==> src/rtl/libmm_xlat_arb_if.sv <==
// Stream bundle for libmm_xlat_arb: two translated-request inputs and one tagged output.
// The slave modport is the arbiter's view; master is the environment's view.
interface libmm_xlat_arb_if #(
  parameter int unsigned DATA_W = 48
);
  logic [DATA_W-1:0] in_rd_tdata;
  logic              in_rd_tvalid;
  logic              in_rd_tready;
  logic [DATA_W-1:0] in_wr_tdata;
  logic              in_wr_tvalid;
  logic              in_wr_tready;
  logic [DATA_W:0]   out_tdata;
  logic              out_tvalid;
  logic              out_tready;

  modport slave (
    input  in_rd_tdata, in_rd_tvalid, output in_rd_tready,
    input  in_wr_tdata, in_wr_tvalid, output in_wr_tready,
    output out_tdata, out_tvalid, input out_tready
  );

  modport master (
    output in_rd_tdata, in_rd_tvalid, input in_rd_tready,
    output in_wr_tdata, in_wr_tvalid, input in_wr_tready,
    input  out_tdata, out_tvalid, output out_tready
  );
endinterface

==> src/rtl/libmm_xlat_arb.sv <==
// Merges read/write translated-request streams through per-channel FIFOs and a weighted
// round-robin arbiter into one tagged stream. Optional counters: LIBMM_XARB_STATS_EN.
module libmm_xlat_arb #(
  parameter int unsigned DATA_W     = 48,
  parameter int unsigned FIFO_DEPTH = 4,
  parameter int unsigned RD_WEIGHT  = 1,
  parameter int unsigned WR_WEIGHT  = 1
) (
  input  logic            ap_clk,
  input  logic            ap_rst_n,
  libmm_xlat_arb_if.slave bus
`ifdef LIBMM_XARB_STATS_EN
  ,
  input  logic            stat_clr,
  output logic [31:0]     stat_rd_cnt,
  output logic [31:0]     stat_wr_cnt
`endif
);

  localparam int unsigned AW = $clog2(FIFO_DEPTH);
  localparam int unsigned CW = AW + 1;
  localparam logic [CW-1:0] FullCnt = CW'(FIFO_DEPTH);
  localparam logic [3:0] RdWeight = 4'(RD_WEIGHT);
  localparam logic [3:0] WrWeight = 4'(WR_WEIGHT);

  // Channel index 0 is read, 1 is write; it doubles as the output tag bit.
  logic [DATA_W-1:0] mem_q [2][FIFO_DEPTH];
  logic [AW-1:0]     wptr_q [2];
  logic [AW-1:0]     wptr_d [2];
  logic [AW-1:0]     rptr_q [2];
  logic [AW-1:0]     rptr_d [2];
  logic [CW-1:0]     cnt_q  [2];
  logic [CW-1:0]     cnt_d  [2];
  logic [DATA_W-1:0] in_data [2];
  logic [1:0]        in_valid, in_rdy, push, pop, not_empty;

  logic              rdy_en_q;
  logic              cur_q, cur_d;
  logic [3:0]        credit_q, credit_d;
  logic              out_valid_q, out_valid_d;
  logic [DATA_W:0]   out_data_q, out_data_d;
  logic              load, grant_vld, grant_ch;
  logic [3:0]        cur_weight;

  always_comb begin
    in_valid   = {bus.in_wr_tvalid, bus.in_rd_tvalid};
    in_data[0] = bus.in_rd_tdata;
    in_data[1] = bus.in_wr_tdata;
    for (int c = 0; c < 2; c++) begin
      // Readiness uses only the registered count, so a full FIFO refuses even on a pop cycle.
      in_rdy[c]    = rdy_en_q && (cnt_q[c] < FullCnt);
      push[c]      = in_valid[c] && in_rdy[c];
      not_empty[c] = (cnt_q[c] != '0);
    end
  end

  always_comb begin
    for (int c = 0; c < 2; c++) begin
      wptr_d[c] = wptr_q[c] + AW'(push[c]);
      rptr_d[c] = rptr_q[c] + AW'(pop[c]);
      cnt_d[c]  = cnt_q[c] + CW'(push[c]) - CW'(pop[c]);
    end
  end

  always_comb begin
    load        = !out_valid_q || bus.out_tready;
    cur_weight  = cur_q ? WrWeight : RdWeight;
    grant_vld   = 1'b0;
    grant_ch    = cur_q;
    pop         = '0;
    cur_d       = cur_q;
    credit_d    = credit_q;
    out_valid_d = out_valid_q;
    out_data_d  = out_data_q;
    if (load) begin
      if (not_empty[0] && not_empty[1]) begin
        grant_vld = 1'b1;
        grant_ch  = (credit_q < cur_weight) ? cur_q : !cur_q;
      end else if (not_empty[0]) begin
        grant_vld = 1'b1;
        grant_ch  = 1'b0;
      end else if (not_empty[1]) begin
        grant_vld = 1'b1;
        grant_ch  = 1'b1;
      end
      out_valid_d = grant_vld;
      if (grant_vld) begin
        pop[grant_ch] = 1'b1;
        out_data_d    = {grant_ch, mem_q[grant_ch][rptr_q[grant_ch]]};
        if (grant_ch == cur_q) begin
          // Saturate so a long solo run cannot wrap back below the weight.
          credit_d = (credit_q == 4'hF) ? credit_q : credit_q + 4'd1;
        end else begin
          cur_d    = grant_ch;
          credit_d = 4'd1;
        end
      end
    end
  end

  always_ff @(posedge ap_clk or negedge ap_rst_n) begin
    if (!ap_rst_n) begin
      rdy_en_q    <= 1'b0;
      cur_q       <= 1'b0;
      credit_q    <= '0;
      out_valid_q <= 1'b0;
      out_data_q  <= '0;
      for (int c = 0; c < 2; c++) begin
        wptr_q[c] <= '0;
        rptr_q[c] <= '0;
        cnt_q[c]  <= '0;
      end
    end else begin
      rdy_en_q    <= 1'b1;
      cur_q       <= cur_d;
      credit_q    <= credit_d;
      out_valid_q <= out_valid_d;
      out_data_q  <= out_data_d;
      for (int c = 0; c < 2; c++) begin
        wptr_q[c] <= wptr_d[c];
        rptr_q[c] <= rptr_d[c];
        cnt_q[c]  <= cnt_d[c];
      end
    end
  end

  // Storage needs no reset; the flushed pointers make stale entries unreachable.
  always_ff @(posedge ap_clk) begin
    for (int c = 0; c < 2; c++) begin
      if (push[c]) begin
        mem_q[c][wptr_q[c]] <= in_data[c];
      end
    end
  end

  assign bus.in_rd_tready = in_rdy[0];
  assign bus.in_wr_tready = in_rdy[1];
  assign bus.out_tvalid   = out_valid_q;
  assign bus.out_tdata    = out_data_q;

`ifdef LIBMM_XARB_STATS_EN
  logic [31:0] stat_rd_q, stat_rd_d, stat_wr_q, stat_wr_d;
  logic        xfer;

  always_comb begin
    xfer      = out_valid_q && bus.out_tready;
    stat_rd_d = stat_rd_q;
    stat_wr_d = stat_wr_q;
    if (stat_clr) begin
      stat_rd_d = '0;
      stat_wr_d = '0;
    end else if (xfer) begin
      if (out_data_q[DATA_W]) begin
        stat_wr_d = stat_wr_q + 32'd1;
      end else begin
        stat_rd_d = stat_rd_q + 32'd1;
      end
    end
  end

  always_ff @(posedge ap_clk or negedge ap_rst_n) begin
    if (!ap_rst_n) begin
      stat_rd_q <= '0;
      stat_wr_q <= '0;
    end else begin
      stat_rd_q <= stat_rd_d;
      stat_wr_q <= stat_wr_d;
    end
  end

  assign stat_rd_cnt = stat_rd_q;
  assign stat_wr_cnt = stat_wr_q;
`endif

endmodule

==> src/flat_wrapper.sv <==
// flat-port wrapper written by rule: the top's interface ports become plain ports
module libmm_xlat_arb_flat 
#(
  parameter int unsigned DATA_W     = 48,
  parameter int unsigned FIFO_DEPTH = 4,
  parameter int unsigned RD_WEIGHT  = 1,
  parameter int unsigned WR_WEIGHT  = 1
)
  (ap_clk, ap_rst_n, bus_in_rd_tdata, bus_in_rd_tvalid, bus_in_rd_tready, bus_in_wr_tdata, bus_in_wr_tvalid, bus_in_wr_tready, bus_out_tdata, bus_out_tvalid, bus_out_tready);
  libmm_xlat_arb_if #(.DATA_W(DATA_W)) bus_i ();
  input  logic ap_clk;
  input  logic ap_rst_n;
  input wire logic [$bits(bus_i.in_rd_tdata)-1:0] bus_in_rd_tdata;
  input wire logic [$bits(bus_i.in_rd_tvalid)-1:0] bus_in_rd_tvalid;
  output wire logic [$bits(bus_i.in_rd_tready)-1:0] bus_in_rd_tready;
  input wire logic [$bits(bus_i.in_wr_tdata)-1:0] bus_in_wr_tdata;
  input wire logic [$bits(bus_i.in_wr_tvalid)-1:0] bus_in_wr_tvalid;
  output wire logic [$bits(bus_i.in_wr_tready)-1:0] bus_in_wr_tready;
  output wire logic [$bits(bus_i.out_tdata)-1:0] bus_out_tdata;
  output wire logic [$bits(bus_i.out_tvalid)-1:0] bus_out_tvalid;
  input wire logic [$bits(bus_i.out_tready)-1:0] bus_out_tready;
  assign bus_i.in_rd_tdata = bus_in_rd_tdata;
  assign bus_i.in_rd_tvalid = bus_in_rd_tvalid;
  assign bus_in_rd_tready = bus_i.in_rd_tready;
  assign bus_i.in_wr_tdata = bus_in_wr_tdata;
  assign bus_i.in_wr_tvalid = bus_in_wr_tvalid;
  assign bus_in_wr_tready = bus_i.in_wr_tready;
  assign bus_out_tdata = bus_i.out_tdata;
  assign bus_out_tvalid = bus_i.out_tvalid;
  assign bus_i.out_tready = bus_out_tready;
  libmm_xlat_arb #(.DATA_W(DATA_W), .FIFO_DEPTH(FIFO_DEPTH), .RD_WEIGHT(RD_WEIGHT), .WR_WEIGHT(WR_WEIGHT)) u_core (.ap_clk(ap_clk), .ap_rst_n(ap_rst_n), .bus(bus_i));
endmodule
==> config.mk <==
export PLATFORM = sky130hd
export DESIGN_NAME = libmm_xlat_arb_flat
export DESIGN_NICKNAME = d
export VERILOG_FILES = /design/src/rtl/libmm_xlat_arb_if.sv /design/src/rtl/libmm_xlat_arb.sv /design/src/flat_wrapper.sv
export SDC_FILE = /design/constraint.sdc
export NUM_CORES = 1
export LEC_CHECK = 0
export CAP_MARGIN = 20
export CORE_MARGIN = 2
export CORE_UTILIZATION = 45
export DETAILED_ROUTE_END_ITERATION = 12
export GPL_ROUTABILITY_DRIVEN = 1
export PLACE_DENSITY = 0.73
export SLEW_MARGIN = 15
export SYNTH_ARGS = -nofsm -noshare
export SYNTH_HDL_FRONTEND = slang
export SYNTH_SLANG_ARGS = --single-unit
==> constraint.sdc <==
create_clock -name ap_clk -period 12.5 [get_ports ap_clk]
set_input_delay 1.25 -clock ap_clk [delete_from_list [all_inputs] [get_ports ap_clk]]
set_output_delay 1.25 -clock ap_clk [all_outputs]
set_load 0.01 [all_outputs]
==> key figures, run 1 <==
Outcome
  • Outcome: finished, final reports clean

STA
  • Unrepaired setup endpoints after global routing: false
  • Final-report hold violation count: 0
  • # setup viols final: 0
  • Max-slew violations: 0
  • Least-Margin Pin Slew: 1.093 ns
  • Final Skew: 0.01304 ns
  • Relative slew slack: 27.12%
  • F_max: 249.4 MHz
  • TNS Setup: 0 ns
  • Fin crit period: 4.009 ns
  • Period utilization: 32.07%

Route
  • DR iter-0 viols: 1393
  • Final ANT Viol Nets: 0
  • Remaining DRCs: 0
  • TritonRoute pass-1 iters: 5
  • WL/cell: 25.52 um
  • Met3 wire length: 4096 um
  • Met2 Wirelength: 22900 um
  • Topmost layer with routed signal wires: met5
  • M1 WL: 19600 um
  • DRT Wirelength: 47680 um
  • Vias: 11580
  • Vias per inst: 6.198

Global routing
  • Largest net degree at the start of global routing: 180
  • All-Layer GR Usage: 22.40%
  • First-pass GRT wire length: 70990 um
  • Vias in the first global route: 11640
  • Antenna violations before repair: 2
  • Grt total ovfl: 0

Die
  • Die Area: 42480 sq um
  • Row count: 74
  • Chip Width: 206.1 um
  • Core Region: 40550 sq um
  • I/O pin count: 153
  • Starting Density: 45.32%
  • DIE HEIGHT: 206.1 um

Clocking
  • CTS tree: yes
  • Clk slew on worst S/H paths: 0.06 ns
  • Post-CTS repair timing setup buffer count: 0
  • Maximum root-to-sink buffer count: 3
  • Insertion delay to the later sink of the worst-skew pair: 0.56 ns
  • # hold bufs at CTS: 0
  • Sink Count: 454
  • Post-CTS Resized: 0
  • Root buf cell: clkbuf_16
  • CTS buffer count: 44
  • H-tree levels: 2

Logic synthesis
  • Post-Syn Nets: 1287
  • Number of synthesized flops with an enable pin: 384
  • Largest cells by area after synthesis: edfxtp_1, dfrtp_1, o31ai_2, o221a_2, a21oi_1
  • Post-synth ARST share: 15.42%
  • Gate Count Post-Synth: 1178
  • Netlist cell types: 55
  • Avg Cell Area, Syn: 15.60 sq um
  • Largest area contributor in the netlist: edfxtp_1
  • Top-area cell type share of the netlist area: 62.74%
  • Mapped cell area: 18380 sq um
  • Ys flop type: edfxtp_1
  • Synth warn: 0
  • FF+latch count, synth: 454
  • Sequential area share after synthesis: 72.27%

Placement
  • Post-placement cell count: 1785
  • Placed cell area: 20450 sq um
  • Routability cong.: 0.7492
  • IO buf count: 152
  • HPWL after detailed placement: 26000 um

Run
  • Max-cap viol count: 0

Power and ir drop
  • Logic gate share of total power: 46.7%
  • P_int: 3.768 mW
  • Flop pwr share: 32.2%
  • Total power: 6.219 mW
  • Peak VDD IR: 490.9 uV
  • Proportion of power drawn by the clock network: 21.2%
  • Cell area power density: 284.1 nW/um^2
  • Sw frac: 39.40%
  • Leak: 7.574 nW
  • Net Switching: 2.451 mW

Cells and area
  • Finished Layout Cells: 1868
  • Layout cell share with drive strength beyond 1: 15.28%
  • Final instance area: 21890 sq um
  • Area Growth Syn to Fin: 19.11%
  • Layout net count: 1408

Hold path
  • Worst min-delay path startpoint: u_core.bus.out_tdata[5]
  • Hold Crit Class: register to register
  • Hold Crit Depth: 2
  • Min-Delay Endpoint: u_core.bus.out_tdata[5]

Critical path
  • Worst Path Arrival: 4.45 ns
  • Worst r2r src: u_core.credit_q[0]
  • CP Max Fanout: 51
  • Setup crit end kind: register
  • Critical Setup Path Class: register to register
  • RR Endpoint: u_core.bus.out_tdata[47]
  • Critical Path Source Type: register
  • Reg2Reg Depth: 11
  • Worst EP required: 12.94 ns
  • R2R Setup Slk: 8.49 ns
[sequential cells by signal (all words and copies together), names as in the netlist]
signal,cells
u_core.mem_q,384
u_core.bus.out_tdata,49
u_core.cnt_q,6
u_core.credit_q,4
u_core.rptr_q,4
u_core.wptr_q,4
u_core.bus.out_tvalid,1
u_core.cur_q,1
u_core.rdy_en_q,1
[critical path: stages, from the launching register on]
cell       delay, ns
dfrtp_1         0.39
inv_1           0.10
ha_1            0.19
nor3b_2         0.34
o21ai_4         0.10
buf_4           0.38
a211oi_4        0.34
buf_4           0.42
or2_2           0.47
buf_4           0.57
a2111oi_0       0.22
nor4b_1         0.33
[placed cells by master, fill, tap and decap left out, types with 4 or more instances in the layout]
cell type | Yosys | layout
nor2_1 | 100 | 97
xnor2_1 | 7 | 7
o31ai_2 | 46 | 46
o311a_1 | 47 | 47
edfxtp_1 | 384 | 384
clkdlybuf4s50_1 | 0 | 151
mux2i_1 | 49 | 48
clkinv_1 | 0 | 10
clkinv_2 | 0 | 6
clkbuf_16 | 0 | 46
dfrtp_1 | 70 | 68
nor3b_1 | 6 | 4
a211o_1 | 47 | 47
o221a_2 | 47 | 47
inv_1 | 7 | 7
ha_1 | 6 | 6
nand3_1 | 5 | 5
buf_4 | 2 | 23
o221ai_1 | 47 | 47
bufinv_16 | 0 | 4
nand2_1 | 61 | 61
clkbuf_1 | 74 | 12
a21oi_1 | 99 | 99
[layout make-up]
type | count | area (sq um)
multi-input cells | 616 | 4745
fillers | 3224 | 18660
flip-flops and latches | 454 | 13290
diodes | 1 | 2.502
clock inverters | 22 | 211.5
clock buffers | 60 | 1224
inverters | 7 | 26.28
repair buffers | 176 | 1732
well taps | 532 | 665.6
[power by group through the flow]
stage / clock [mW] / sequential [mW] / combinational (mW)
CTS: 1.33 / 2.00 / 2.89
global route: 1.39 / 2.02 / 3.10
detailed placement: 0 / 2.03 / 2.88
global placement: 0 / 2.03 / 2.79
finish: 1.32 / 2.00 / 2.90
floorplan: 0 / 2.03 / 1.96
[synth_stat cells, drive strengths merged (2+ instances only)]
cell type,instances
o221a,48
a2111oi,2
edfxtp,384
fa,2
nor3,4
nor2,100
a21oi,100
a211o,47
nand3,5
nor3b,7
xnor2,7
o21ai,6
buf,27
o31ai,47
nand2,61
and3,4
ha,6
clkbuf,74
or3,3
a21boi,2
nor4b,2
o221ai,47
mux2i,49
dfrtp,70
inv,7
a211oi,2
o311a,47
xor2,3
nor2b,2
[worst max-delay path by stage]
stage | slack, ns | endpoint | from
finish | 8.49 | u_core.bus.out_tdata[47] | u_core.credit_q[0]
global route | 8.25 | u_core.bus.out_tdata[47] | u_core.credit_q[0]
CTS | 8.53 | u_core.bus.out_tdata[47] | u_core.credit_q[0]
detailed placement | 8.37 | u_core.cnt_q[2] | bus_out_tready
global placement | 8.43 | u_core.cnt_q[2] | bus_out_tready
floorplan | 7.09 | u_core.mem_q[0][100] | bus_in_rd_tvalid
[per-layer routing]
layer  global-route usage, %  vias up
met2                   36.15      628
met5                       0        -
met1                   30.95     5923
li1                        -     4951
met3                   4.226       74
met4                   6.939        2
[cell families (layout without fill, tap and decap cells)]
family,Yosys count,in the layout,synth area share [%]
DFF,454,454,72.27
AOI/OAI and AO/OA,354,354,16.76
and+or+nand+nor,193,193,4.527
buffers and inverters,108,265,2.587
muxes,50,50,2.730
xor gates and xnor gates,10,10,0.4766
adders and majority gates,8,8,0.6263
other,1,2,0.02040
[stage by stage]
stage / hold WS [ns] / worst slack (ns) / utilization, %
after floorplan: 0.4961 / 7.093 / -
after global placement: 0.4707 / 8.427 / 50.37
after detailed placement: 0.4801 / 8.367 / 50.43
after CTS: 0.4931 / 8.534 / 53.97
after global routing: 0.5092 / 8.246 / 53.97
final: 0.4847 / 8.491 / 53.98
Note: power is estimated with default switching activity, not from simulation.
==> run 2, diff against run 1 <==
Clock period 12.5 ns to 4 ns, I/O delays scaled along.
==> run 2 against run 1 <==
First-iteration DRC count decreased by 16%. Register-to-register slack got worse by 7.9 ns. Hold slack got worse by 0.0027 ns. Fmax increased by 19%. Clock skew increased by 0.010 ns. Cell count increased by 0.86%. Critical path depth decreased by 1. Sequential share of layout area decreased by 0.56 points. Worst setup slack got worse by 7.9 ns. Via count increased by 0.48%. Wire length increased by 4.0%. Utilization increased by 0.50 points. Highest routed layer unchanged.
==> key figures, run 2 (synthesized netlist as in run 1, its figures left out) <==
Power and ir drop
  • Leak: 7.680 nW (+1.4%)
  • Peak VDD IR: 725.7 uV (+48%)
  • Cell area power density: 891.5 nW/um^2 (+210%)
  • Total power: 19.70 mW (+220%)

STA
  • Unrepaired setup endpoints after global routing: false
  • Least-Margin Pin Slew: 0.8804 ns (-0.2128 ns)
  • Hold slack: 0.4820 ns (-0.002684 ns)
  • # setup viols final: 0 (unchanged)
  • Final Skew: 0.02354 ns (+0.01049 ns)
  • Max-slew violations: 0 (unchanged)
  • Relative slew slack: 41.31% (+14 points)
  • F_max: 295.6 MHz (+19%)
  • TNS Setup: 0 ns (unchanged)
  • Fin crit period: 3.383 ns (-0.6264 ns)
  • Final-report hold violation count: 0 (unchanged)
  • Final worst slack: 0.6171 ns (-7.874 ns)
  • Period utilization: 84.57% (+52 points)

Die
  • Chip Width: 206.1 um (unchanged)
  • Die Area: 42480 sq um (unchanged)
  • Starting Density: 45.32% (unchanged)
  • DIE HEIGHT: 206.1 um (unchanged)
  • I/O pin count: 153 (unchanged)
  • Row count: 74 (unchanged)
  • Core Region: 40550 sq um (unchanged)

Global routing
  • Vias in the first global route: 12120 (+4.2%)
  • First-pass GRT wire length: 74350 um (+4.7%)
  • Antenna violations before repair: 5 (+3)
  • Grt total ovfl: 0 (unchanged)
  • All-Layer GR Usage: 23.51% (+1.1 points)
  • Largest net degree at the start of global routing: 99 (-45%)

Cells and area
  • Number of flip-flops under the largest register name: 384 (unchanged)
  • Layout net count: 1423 (+1.1%)
  • Final instance area: 22090 sq um (+0.93%)
  • Multi-input logic area: 4766 sq um (+0.45%)
  • Finished Layout Cells: 1884 (+0.86%)
  • Layout cell share with drive strength beyond 1: 16.30% (+1.0 points)
  • FILL cells: 3193 (-0.96%)
  • Area Growth Syn to Fin: 20.22%
  • FF/Latch Area: 13290 sq um (unchanged)
  • Most frequent cells in the layout: edfxtp_1, clkdlybuf4s50_1, a21oi_1, nor2_1, dfrtp_1
  • Commonest non-fill, non-tap cell in the layout: edfxtp_1
  • Final Util: 54.48% (+0.50 points)

Critical path
  • CP Max Fanout: 34 (-33%)
  • Worst Path Arrival: 3.83 ns (-0.62 ns)
  • CP max stage cell: o21ai_4
  • CP dominant cell by count: buf_4
  • Critical Path Max Stage Delay: 0.64 ns (+0.07 ns)
  • Critical path, cell by cell: inv_1, ha_1, nor3b_2, o21ai_4, buf_4, a211oi_4, or2_2, buf_4, o311a_1, o31ai_2
  • Worst EP required: 4.45 ns (-8.49 ns)
  • Setup crit end kind: register
  • Critical Path Source Type: register
  • Critical Setup Path Class: register to register

Route
  • Remaining DRCs: 0 (unchanged)
  • TritonRoute pass-1 iters: 5 (unchanged)
  • Met3 wire length: 3928 um (-4.1%)
  • DR iter-0 viols: 1173 (-16%)
  • Final ANT Viol Nets: 0 (unchanged)
  • Vias: 11630 (+0.48%)
  • DRT Wirelength: 49600 um (+4.0%)
  • Vias per inst: 6.175 (-0.38%)
  • M1 WL: 20120 um (+2.6%)
  • Topmost layer with routed signal wires: met5
  • WL/cell: 26.33 um (+3.1%)
  • Met2 Wirelength: 24180 um (+5.6%)

Clocking
  • Insertion delay to the later sink of the worst-skew pair: 0.55 ns (about the same)
  • Post-CTS repair timing setup buffer count: 0 (unchanged)
  • CTS buffer count: 45 (+2.3%)
  • CTS tree: yes
  • H-tree levels: 2 (unchanged)
  • Clk slew on worst S/H paths: 0.07 ns (about the same)
  • Root buf cell: clkbuf_16
  • Maximum root-to-sink buffer count: 3 (unchanged)
  • Sink Count: 454 (unchanged)

Placement
  • IO buf count: 152 (unchanged)
  • Post-placement cell count: 1798 (+0.73%)
  • Routability cong.: 0.7654 (+2.2%)
  • Placed cell area: 20630 sq um (+0.85%)
  • HPWL after detailed placement: 27490 um (+5.7%)
  • Pre-CTS WS: 0.6496 ns (-7.717 ns)

Outcome
  • Outcome: finished, final reports clean

Run
  • Max-cap viol count: 0 (unchanged)

Hold path
  • Hold Crit Class: register to register
## run 2: power breakdown
group | switching [mW] | internal, mW
logic | 5.55 | 3.63
registers | 0.498 | 5.83
clock network | 1.74 | 2.46
total | 7.79 | 11.9
## run 2: layout make-up
cell class,instances,area share [%]
clock inverter,22,1.070
antenna,2,0.02265
tap,532,3.013
timing repair buffer,190,8.574
clock buffer,61,5.504
sequential,454,60.13
inverter,7,0.1189
multi-input combinational,616,21.57
## run 2: worst max-delay path: cells and delay by family (launching register included)
family | cells | cell delay (ns)
compound gates | 4 | 1.42
fa+ha+maj | 1 | 0.20
buf+inv | 3 | 0.77
flops | 1 | 0.37
simple gates | 2 | 0.51
## run 2: repair_timing
action / 4_1_cts / 5_1_grt
hold buffers: 1 / 0
endpoints found under the setup margin: 0 / 0
endpoints found under the hold margin: 42 / 0
resized for setup: 0 / 0
## run 2: path summary, 6_finish.rpt
| kind | startpoint | slack, ns | to | depth (start not counted) |
|---|---|---|---|---|
| worst max-delay path | u_core.credit_q[0] | 0.62 | u_core.bus.out_tdata[16] | 10 |
| worst min-delay path | u_core.bus.out_tdata[8] | 0.48 | u_core.bus.out_tdata[8] | 2 |
| worst max register to register | u_core.credit_q[0] | 0.62 | u_core.bus.out_tdata[16] | 10 |
| worst min register to register | u_core.bus.out_tdata[8] | 0.48 | u_core.bus.out_tdata[8] | 2 |
| max in group asynchronous | ap_rst_n | 2.60 | u_core.cnt_q[5] | 3 |
| min in group asynchronous | ap_rst_n | 0.51 | u_core.bus.out_tdata[4] | 2 |
## run 2: metal layers
metal,up-vias,global-route usage [%]
li1,4989,-
met1,5926,31.53
met2,597,38.55
met3,113,4.793
met4,8,7.602
met5,-,0
==> run 3, diff against run 2 <==
Clock period 4 ns to 3.18 ns, I/O delays scaled along.
==> run 3 against run 2 <==
Utilization is 0.27 points higher. Sequential cell count did not move. Largest power group unchanged. Critical endpoint is now u_core.bus.out_tdata[34]. Worst setup slack got worse by 0.35 ns.
==> key figures, run 3 (synthesized netlist as in run 1, its figures left out) <==
Critical path
  • Stages on the worst setup path: 10 (unchanged)
  • Setup crit end kind: register
  • Worst EP required: 3.65 ns (-0.80 ns)
  • CP Max Fanout: 32 (-5.9%)
  • Critical Setup Path Class: register to register
  • Buffers & Inverters on Critical Path: 3 (unchanged)
  • Worst path top cell family by delay: compound AO/OA/AOI/OAI gates
  • Worst Path Arrival: 3.37 ns (-0.46 ns)
  • Critical Path Source Type: register
  • Reg2Reg Depth: 10 (unchanged)
  • CP max stage cell: dfrtp_1
  • Critical path, cell by cell: inv_1, ha_1, nor3b_2, o21ai_4, a21oi_4, buf_12, mux2_2, buf_4, o311a_1, o31ai_2
  • Critical Path Max Stage Delay: 0.40 ns (-0.24 ns)

Power and ir drop
  • Net Switching: 9.765 mW (+25%)
  • Flop pwr share: 31.7% (-0.4 points)
  • Leak: 7.751 nW (+0.93%)
  • P_int: 15.13 mW (+27%)
  • Proportion of power drawn by the clock network: 21.1% (-0.2 points)
  • Peak VDD IR: 1292 uV (+78%)
  • Logic gate share of total power: 47.2% (+0.6 points)
  • Cell area power density: 1121 nW/um^2 (+26%)
  • Sw frac: 39.23% (-0.29 points)

Global routing
  • Antenna violations before repair: 3 (-2)
  • First-pass GRT wire length: 72530 um (-2.5%)
  • All-Layer GR Usage: 23.17% (-0.34 points)
  • Vias in the first global route: 11960 (-1.4%)
  • Grt total ovfl: 0 (unchanged)
  • Largest net degree at the start of global routing: 117 (+18%)

STA
  • Final worst slack: 0.2709 ns (-0.3462 ns)
  • Max-slew violations: 0 (unchanged)
  • Unrepaired setup endpoints after global routing: false
  • Final-report hold violation count: 0 (unchanged)
  • Fin crit period: 2.909 ns (-0.4738 ns)
  • # setup viols final: 0 (unchanged)
  • Relative slew slack: 43.99% (+2.7 points)
  • Least-Margin Pin Slew: 0.8402 ns (-0.04025 ns)
  • Final Skew: 0.02342 ns (-0.0001134 ns)
  • Period utilization: 91.48% (+6.9 points)
  • F_max: 343.8 MHz (+16%)

Cells and area
  • Multi-input logic area: 4770 sq um (about the same)
  • Layout net count: 1433 (+0.70%)
  • Finished Layout Cells: 1892 (+0.42%)
  • FF/Latch Area: 13290 sq um (unchanged)
  • Layout cell share with drive strength beyond 1: 17.08% (+0.79 points)
  • Most frequent cells in the layout: edfxtp_1, clkdlybuf4s50_1, a21oi_1, nor2_1, dfrtp_1
  • Commonest non-fill, non-tap cell in the layout: edfxtp_1
  • FILL cells: 3213 (+0.63%)
  • Number of flip-flops under the largest register name: 384 (unchanged)
  • Area Growth Syn to Fin: 20.83%

Clocking
  • H-tree levels: 2 (unchanged)
  • Post-CTS repair timing setup buffer count: 0 (unchanged)
  • CTS tree: yes
  • Root buf cell: clkbuf_16
  • Sink Count: 454 (unchanged)
  • Insertion delay to the later sink of the worst-skew pair: 0.58 ns (+0.03 ns)
  • Clk slew on worst S/H paths: 0.06 ns (about the same)
  • CTS buffer count: 46 (+2.2%)
  • Maximum root-to-sink buffer count: 3 (unchanged)

Run
  • Max-cap viol count: 0 (unchanged)

Route
  • TritonRoute pass-1 iters: 5 (unchanged)
  • Vias per inst: 6.149 (-0.42%)
  • Remaining DRCs: 0 (unchanged)
  • DR iter-0 viols: 1344 (+15%)
  • DRT Wirelength: 48910 um (-1.4%)
  • Vias: 11630 (unchanged)
  • Final ANT Viol Nets: 0 (unchanged)
  • WL/cell: 25.85 um (-1.8%)

Hold path
  • Hold Crit Class: input pin to asynchronous set/reset pin

Die
  • Core Region: 40550 sq um (unchanged)
  • Row count: 74 (unchanged)
  • I/O pin count: 153 (unchanged)
  • Chip Width: 206.1 um (unchanged)
  • DIE HEIGHT: 206.1 um (unchanged)
  • Die Area: 42480 sq um (unchanged)
  • Starting Density: 45.32% (unchanged)

Placement
  • HPWL after detailed placement: 27690 um (+0.71%)
  • Post-placement cell count: 1807 (+0.50%)
  • Routability cong.: 0.7442 (-2.8%)
  • Pre-CTS WS: 0.2625 ns (-0.3871 ns)
  • IO buf count: 152 (unchanged)

Outcome
  • Outcome: finished, final reports clean
==> run 3: layer usage <==
metal / up-vias / global-route usage, % / share of wire (%)
li1: 5009 / - / -
met1: 5982 / 31.68 / 41
met2: 564 / 38.20 / 49
met3: 76 / 3.595 / 7.6
met4: 2 / 7.474 / 2.1
met5: - / 0 / 0.027
==> run 3: repair_timing <==
item,in CTS,in global routing
hold buffers,1,0
endpoints found under the hold margin,44,0
resized for setup,0,1
setup endpoints to repair,0,1
==> run 3: worst paths after layout <==
| check | start | to | slack [ns] |
|---|---|---|---|
| worst min-delay path | ap_rst_n | u_core.bus.out_tdata[47] | 0.36 |
| worst max register to register | u_core.credit_q[0] | u_core.bus.out_tdata[34] | 0.27 |
| min in group ap_clk | bus_in_wr_tdata[11] | u_core.mem_q[1][155] | 0.39 |
| max in group asynchronous | ap_rst_n | u_core.bus.out_tdata[29] | 2.01 |
| worst min register to register | u_core.bus.out_tdata[10] | u_core.bus.out_tdata[10] | 0.49 |
| worst max-delay path | u_core.credit_q[0] | u_core.bus.out_tdata[34] | 0.27 |
==> run 3: worst register-to-register path: stages (launching register included) <==
cell and delay [ns]:
dfrtp_1 0.40, inv_1 0.10, ha_1 0.16, nor3b_2 0.34, o21ai_4 0.22, a21oi_4 0.29, buf_12 0.25, mux2_2 0.37
buf_4 0.26, o311a_1 0.20, o31ai_2 0.24
==> run 3: area by class of cell <==
cell class                 instances  area share [%]
tap                              532           2.998
clock buffer                      59           5.539
inverter                           7          0.1183
antenna                            2         0.02254
clock inverter                    23           1.054
sequential                       454           59.83
multi-input combinational        616           21.48
timing repair buffer             199           8.964
==> run 3: power groups by stage <==
stage	logic, mW	clock network (mW)	registers [mW]
global route	12.6	5.57	7.96
detailed placement	11.7	0	8.00
floorplan	7.71	0	7.96
global placement	11.3	0	7.97
finish	11.7	5.26	7.88
CTS	11.8	5.33	7.89
==> run 3: stage by stage <==
stage	hold slack, ns	util, %	instance area [sq um]	power, mW	setup TNS, ns
final	0.3587	54.76	22210	24.89	0
after global routing	0.3653	54.76	22210	26.09	0
after CTS	0.3505	54.74	22200	24.97	0
after detailed placement	0.4630	51.10	20720	19.67	0
after global placement	0.4404	51.10	20720	19.32	0
after floorplan	0.02241	-	18400	15.66	-0.6046
